### config.mk
export PLATFORM = sky130hd
export DESIGN_NAME = serial_parity_unit
export DESIGN_NICKNAME = d
export VERILOG_FILES = /design/src/rtl/parity_pkg.sv /design/src/rtl/serial_bit_counter.sv /design/src/rtl/serial_parity_unit.sv
export SDC_FILE = /design/constraint.sdc
export NUM_CORES = 1
export LEC_CHECK = 0
export ABC_AREA = 1
export CAP_MARGIN = 20
export CORE_AREA = 2 2 39 41
export CTS_CLUSTER_SIZE = 20
export DETAILED_ROUTE_END_ITERATION = 16
export DIE_AREA = 0 0 41 43
export GPL_ROUTABILITY_DRIVEN = 0
export PLACE_DENSITY = 0.79
export SKIP_LAST_GASP = 1
export SYNTH_ARGS = -nofsm -noshare
export SYNTH_HDL_FRONTEND = slang
export SYNTH_SLANG_ARGS = --single-unit
export TNS_END_PERCENT = 5
### constraint.sdc
create_clock -name clk -period 2.24 [get_ports clk]
set_input_delay 0.448 -clock clk [delete_from_list [all_inputs] [get_ports clk]]
set_output_delay 0.448 -clock clk [all_outputs]
set_load 0.005 [all_outputs]
### src/rtl/parity_pkg.sv
// Shared types and constants for the serial parity generator/checker.
package parity_pkg;

  typedef enum logic {
    IDLE  = 1'b0,
    ACCUM = 1'b1
  } state_e;

  localparam logic PARITY_ODD  = 1'b1;
  localparam logic PARITY_EVEN = 1'b0;

  // In check mode each frame carries one extra received parity bit.
  function automatic int frame_len(input int width, input bit check);
    return check ? width + 1 : width;
  endfunction

endpackage

### src/rtl/serial_bit_counter.sv
// Frame bit counter: counts accepted bits, wraps to 0 on the terminal bit.
module serial_bit_counter #(
  parameter int TERM  = 3,
  parameter int CNT_W = 3
) (
  input  logic             clk,
  input  logic             rst_n,
  input  logic             inc,
  input  logic             clr,
  output logic [CNT_W-1:0] cnt,
  output logic             last
);

  logic [CNT_W-1:0] cnt_q, cnt_d;

  assign last = inc && (cnt_q == CNT_W'(TERM - 1));
  assign cnt  = cnt_q;

  always_comb begin
    cnt_d = cnt_q;
    if (clr)      cnt_d = '0;
    else if (inc) cnt_d = last ? '0 : cnt_q + 1'b1;
  end

  always_ff @(posedge clk or negedge rst_n) begin
    if (!rst_n) cnt_q <= '0;
    else        cnt_q <= cnt_d;
  end

endmodule

### src/rtl/serial_parity_unit.sv
// Serial parity generator, MSB first. Define PARITY_CHECK_EN to add a
// trailing received parity bit per frame and the parity_err output.
module serial_parity_unit
  import parity_pkg::*;
#(
  parameter int MSG_WIDTH = 3,
  parameter int ODD       = 1
) (
  input  logic                           clk,
  input  logic                           reset,
  input  logic                           clear,
  input  logic                           in_valid,
  input  logic                           in_bit,
  output logic                           parity_out,
  output logic                           parity_valid,
  output logic [MSG_WIDTH-1:0]           msg_out,
  output logic                           busy,
`ifdef PARITY_CHECK_EN
  output logic                           parity_err,
`endif
  output logic [$clog2(MSG_WIDTH+2)-1:0] bit_cnt
);

`ifdef PARITY_CHECK_EN
  localparam bit CHECK = 1'b1;
`else
  localparam bit CHECK = 1'b0;
`endif
  localparam int   FRAME_LEN = frame_len(MSG_WIDTH, CHECK);
  localparam int   CNT_W     = $clog2(MSG_WIDTH + 2);
  localparam logic ACC_INIT  = (ODD != 0) ? PARITY_ODD : PARITY_EVEN;

  state_e                 state_q, state_d;
  logic                   acc_q, acc_d, acc_upd;
  logic [MSG_WIDTH-1:0]   shift_q, shift_d, shift_upd;
  logic [MSG_WIDTH:0]     shift_cat;
  logic                   po_q, po_d, pv_q, pv_d;
  logic [MSG_WIDTH-1:0]   msg_q, msg_d;
  logic                   accept, last, is_data;
  logic [CNT_W-1:0]       cnt;
`ifdef PARITY_CHECK_EN
  logic                   err_q, err_d;
`endif

  assign accept = in_valid & ~clear;

  serial_bit_counter #(
    .TERM  (FRAME_LEN),
    .CNT_W (CNT_W)
  ) u_cnt (
    .clk   (clk),
    .rst_n (reset),
    .inc   (accept),
    .clr   (clear),
    .cnt   (cnt),
    .last  (last)
  );

  always_comb begin
    state_d = state_q;
    if (clear)       state_d = IDLE;
    else if (accept) state_d = last ? IDLE : ACCUM;
  end

  // Only the first MSG_WIDTH bits of a frame are data; a trailing bit is the received parity.
  assign is_data   = (cnt < CNT_W'(MSG_WIDTH));
  assign shift_cat = {shift_q, in_bit};
  assign acc_upd   = is_data ? (acc_q ^ in_bit) : acc_q;
  assign shift_upd = is_data ? shift_cat[MSG_WIDTH-1:0] : shift_q;

  always_comb begin
    acc_d   = acc_q;
    shift_d = shift_q;
    po_d    = po_q;
    msg_d   = msg_q;
    pv_d    = 1'b0;
`ifdef PARITY_CHECK_EN
    err_d   = err_q;
`endif
    if (clear) begin
      acc_d   = ACC_INIT;
      shift_d = '0;
    end else if (in_valid) begin
      if (last) begin
        po_d    = acc_upd;
        msg_d   = shift_upd;
        pv_d    = 1'b1;
        acc_d   = ACC_INIT;
        shift_d = '0;
`ifdef PARITY_CHECK_EN
        err_d   = in_bit ^ acc_upd;
`endif
      end else begin
        acc_d   = acc_upd;
        shift_d = shift_upd;
      end
    end
  end

  always_ff @(posedge clk or negedge reset) begin
    if (!reset) begin
      state_q <= IDLE;
      acc_q   <= ACC_INIT;
      shift_q <= '0;
      po_q    <= 1'b0;
      pv_q    <= 1'b0;
      msg_q   <= '0;
`ifdef PARITY_CHECK_EN
      err_q   <= 1'b0;
`endif
    end else begin
      state_q <= state_d;
      acc_q   <= acc_d;
      shift_q <= shift_d;
      po_q    <= po_d;
      pv_q    <= pv_d;
      msg_q   <= msg_d;
`ifdef PARITY_CHECK_EN
      err_q   <= err_d;
`endif
    end
  end

  assign parity_out   = po_q;
  assign parity_valid = pv_q;
  assign msg_out      = msg_q;
  assign bit_cnt      = cnt;
  assign busy         = (cnt != '0);
`ifdef PARITY_CHECK_EN
  assign parity_err   = err_q;
`endif

endmodule

# --- Word level (Yosys, flattened, before mapping) ---
# Index checks and enable logic that the tools add are counted.
word_totals:
  reg_bits: 12
  out_inout_bits: 9
  input_bits: 5
  elab_cells: 31
classes:
  n_eq_ne: 1
  order_cmp: 1
  add_sub_neg: 1
  mux: 14
  n_reduce_logical: 5
  n_bitwise: 3
op_table:
  columns: ["operator", "n"]
  rows:
  - ["two-way mux 3 bit", 7]
  - ["two-way mux 1 bit", 7]
  - ["nonzero test 2 bit", 2]
  - ["adder 3 x 1 -> 3 bit, second input constant", 1]
  - ["== test 3 x 2 -> 1 bit, second input constant", 1]
  - ["< comparator 3 x 2 -> 1 bit, second input constant", 1]
  - ["AND reduction 3 bit", 1]
  - ["nonzero test 3 bit", 1]
  - ["AND 1 bit", 1]
  - ["logical AND 1 bit", 1]
  - ["NOT 1 bit", 1]
  - ["XOR 1 bit", 1]

# --- Logic depth before layout (Yosys ltp) ---
# Gate-level depths: netlist (run 1).
depth:
  ltp_word: 6
  depth_mapped: 8
  ltp_nobuf: 8

# --- Cells and area by module ---
# From an unflattened synthesis (run 1), not the netlist that was laid out.
hier_totals:
  cells_unflattened: 84
  hier_area_um2: 649.4
modules_own_cells:
  columns: ["module", "cells_per_inst", "seq_area_each_um2", "area_per_inst_um2", "n_inst"]
  rows:
  - ["serial_parity_unit", 61, 226.5, 461.7, 1]
  - ["serial_bit_counter", 23, 75.1, 187.7, 1]

# --- Least setup slack after synthesis (run 1) ---
# OpenSTA, ideal clock, no wires.
synth_timing:
  path_kind: "reg-to-reg"
  from: "register u_cnt.cnt_q[0], in the netlist u_cnt.cnt[0]"
  to: "register msg_q[1], in the netlist msg_out[1]"
  path_stages_with_launch: 8
  setup_ns: 0.117
  setup_slack_ns: 0.974
  t_required_ns: 2.123
  arrival_ns: 1.148
  path_buffers: 0
  synth_period_minus_slack_ns: 1.266
  path_cell_list: "dfrtp_1 inv_1 ha_1 inv_1 nor3_4 inv_2 nand2_1 nand2_1"
synth_via:
  elab_chain_cells: 3
  elab_cells_between_ends: 5
  cone_classes: "order compare: 1; eq/ne: 1; mux: 1; reduce/logical: 2"
synth_lines:
  columns: ["item", "line_no", "text"]
  rows:
  - ["start: declaration", "serial_bit_counter.sv:14", "logic [CNT_W-1:0] cnt_q, cnt_d;"]
  - ["start signal: assignment", "serial_bit_counter.sv:27", "else cnt_q <= cnt_d;"]
  - ["parallel branches: the longest is 3 deep, another holds < comparator 3 x 2 -> 1 bit", null, null]
  - ["end signal: assignment", "serial_parity_unit.sv:117", "msg_q <= msg_d;"]
  - ["end: declaration", "serial_parity_unit.sv:38", "logic [MSG_WIDTH-1:0] msg_q, msg_d;"]
# Parallel ways; which one is timed is not known.
# A chain may end at the register's enable or synchronous reset.

# --- Worst setup path in the final report (run 1) ---
layout_timing:
  from: "register u_cnt.cnt_q[0], in the netlist u_cnt.cnt[0]"
  to: "output port busy"
layout_via:
  elab_chain_cells: 1
layout_lines:
  columns: ["item", "line_no", "text"]
  rows:
  - ["nonzero test 3 bit", "serial_parity_unit.sv:128", "assign busy = (cnt != '0);"]
  - ["end: declaration", "serial_parity_unit.sv:17", "output logic busy,"]
# Every way passes these cells.

==> results of run 1 <==
[power by group through the flow]
| stage | registers, mW | clock network, mW | logic, mW |
|---|---|---|---|
| 6_report | 0.268 | 0.136 | 0.137 |
| 5_1_grt | 0.271 | 0.155 | 0.155 |
| 4_1_cts | 0.268 | 0.141 | 0.140 |
| 3_5_place_dp | 0.272 | 0 | 0.139 |
| 3_3_place_gp | 0.269 | 0 | 0.135 |
| 2_1_floorplan | 0.272 | 0 | 0.0561 |
[layout make-up]
type,instances,share of cell area
inverter,13,0.0602
timing repair buffer,13,0.160
sequential,12,0.372
multi-input combinational,53,0.350
tap,16,0.0247
clock buffer,4,0.0324
[logic make-up (layout without fill, tap and decap cells)]
group                    count (synthesis)  in the layout  synth area share
adder cells (fa/ha/maj)                  3              3            0.0592
AO/OA/AOI/OAI                            7              7            0.0611
AND/OR/NAND/NOR                         42             42             0.314
XOR/XNOR                                 1              1            0.0138
flip-flops                              12             12             0.475
buffers and inverters                   13             30            0.0769
[registers in the layout, indices dropped and copies added (netlist names)]
register      cells
acc_q             1
msg_out           3
parity_out        1
parity_valid      1
shift_q           3
u_cnt.cnt         3
[cell usage after synthesis]
library cell  instances  area share
dfrtp_1              11        0.43
nor3_4                1       0.026
nand2_1              30        0.18
ha_1                  3       0.059
inv_1                11       0.065
nor2_4                1       0.018
nand2_4               1       0.018
a21oi_1               1      0.0079
nand3_1               5       0.039
nand2_2               2       0.020
xor2_1                1       0.014
o21ai_2               1       0.014
nor2_2                1      0.0099
o21ai_0               5       0.039
dfstp_2               1       0.041
inv_2                 2       0.012
nor2_1                1      0.0059
[final timing paths]
check                               end  slack, ns  cells after the start
hold / removal               msg_out[1]       0.49                      2
setup / recovery                   busy       0.24                      4
min in group asynchronous  u_cnt.cnt[2]       0.53                      1
hold reg to reg              msg_out[1]       0.49                      2
setup reg to reg             parity_out       0.83                      7
max in group asynchronous         acc_q       1.33                      1
[metrics by stage]
stage | instance area [sq um] | total power [mW]
floorplan | 634 | 0.329
global placement | 785 | 0.405
detailed placement | 785 | 0.411
CTS | 811 | 0.549
global route | 811 | 0.580
finish | 811 | 0.541
[metal layers]
| layer | track usage | part of all wire | wire length, um | vias to the layer above |
|---|---|---|---|---|
| met1 | 0.215 | 0.46 | 542 | 247 |
| met5 | 0 | 0 | 0 | - |
| met2 | 0.256 | 0.49 | 575 | 13 |
| met4 | 0.0600 | 0 | 0 | 0 |
| met3 | 0.0314 | 0.048 | 56 | 0 |
| li1 | - | - | - | 273 |
[worst reg2reg max path, stage by stage (launching register included)]
cell	delay [ns]
dfrtp_1	0.43
inv_1	0.13
ha_1	0.15
inv_1	0.07
nor3_4	0.30
inv_2	0.09
nand2_1	0.08
nand2_1	0.05
==> flow_summary.yaml, run 1 <==
final_layout:
  multi_input_area_sq_um: 284
  drive_gt1_frac: 0.137
  fin_cells: 111
  nets: 104
  area.sequential_sq_um: 302
  layout_commonest_cell: "nand2_1"
  antenna_cells: 0
  final_util: 0.586
  fill_cells: 133
  syn_to_final_growth_pct: 27.8
  final_cell_mix: "nand2_1, clkdlybuf4s50_1, inv_1, dfrtp_1"
clock_network:
  hold_buffers: 0
  clockBufferDepth: 2
  cts_max_level: 1
  cts_made_buffers: 3
  cts.sinks: 12
  tritoncts: "done"
  postCtsSetupBuffers: 0
  cts_resized: 0
  path_clk_slew_ns: 0.08
  cts_root_buffer: "clkbuf_4"
  insertion_delay_ns: 0.27
timing:
  post-route-period-util: 0.891
  worst_pin_slew_ns: 0.550
  finalClockSkew_ns: 0.0117
  slew_violations: 0
  fmax_mhz: 501
  final-hold-violation-count: 0
  fin_tns_setup_ns: 0
  period_needed_ns: 2.00
  setup_slack_ns: 0.244
  rsz0062_at_grt: "false"
  setup-violations-final: 0
  relSlewSlack: 0.632
  hold_ws_ns: 0.488
critical_path:
  crit_buf_inv: 2
  worstSetupStartpointType: "register"
  worstSetupPathType: "reg -> out"
  cp_cell_sequence: "inv_1 > ha_1 > nand2_1 > clkdlybuf4s50_1"
  worstSetupStartpoint: "u_cnt.cnt[0]"
  cp_max_fo: 5
  r2r_start: "u_cnt.cnt[0]"
  crit_arrival_ns: 1.55
  cpPeakStageDelay_ns: 0.49
  critPathRequiredTime_ns: 1.79
  critical_path.slowest_cell: "clkdlybuf4s50_1"
  critPathCaptureType: "primary output"
  critPathTopFamily: "buffers and inverters"
place:
  portBuffers: 13
  dp_cells: 107
  hpwl_um: 929
  dp_slack_ns: 0.536
min_path:
  hold_path.class: "reg -> reg"
  min-delay-start: "msg_out[1]"
synthesis:
  ys_ff_latch: 12
  syn_avg_cell_area_sq_um: 8.13
  syn_inst: 78
  syn_nets: 86
  synth-seq-area-share: 0.475
  synth.distinct_cells: 17
  yosysWarningCount: 0
  netlist_area_sq_um: 634
power_and_ir_drop:
  p_sw_mw: 0.147
  powerDensity_nw_per_um2: 667
  leakagePower_nw: 0.412
  swShare: 0.272
  combPwrFrac: 0.253
  ir_drop_mv: 0.370
  p_int_mw: 0.394
  seqPwrFrac: 0.494
  clkPwrFrac: 0.252
floorplanning:
  start_util: 0.458
  io_pins: 14
  die_w_um: 41
  coreArea_sq_um: 1380
  rows: 14
  dieArea_sq_um: 1760
  die_y_um: 43
global_route:
  grt_pass1_wl_um: 2000
  grt_overflow: 0
  grt_usage: 0.164
  grt_max_degree: 13
  grt_pass1_vias: 505
  antenna_found_initial: 0
drt:
  finalWirelength_um: 1170
  drt-initial-drc-count: 9
  post_drt_wl_per_cell_um: 10.6
  ant_nets: 0
  vias: 533
  firstDrtPassIters: 4
  route.detailed.drc: 0
  avgViaCountPerCell: 4.80
outcome:
  status: "finished clean"
flow_run:
  drv_cap: 0
(Power assumes the default switching activity.)
==> run 2: changes to the inputs <==
Settings changed: HOLD_SLACK_MARGIN set to 0.03.
==> results of run 2 <==
Same layout as run 1: the final DEF is identical, and so are final timing and power.
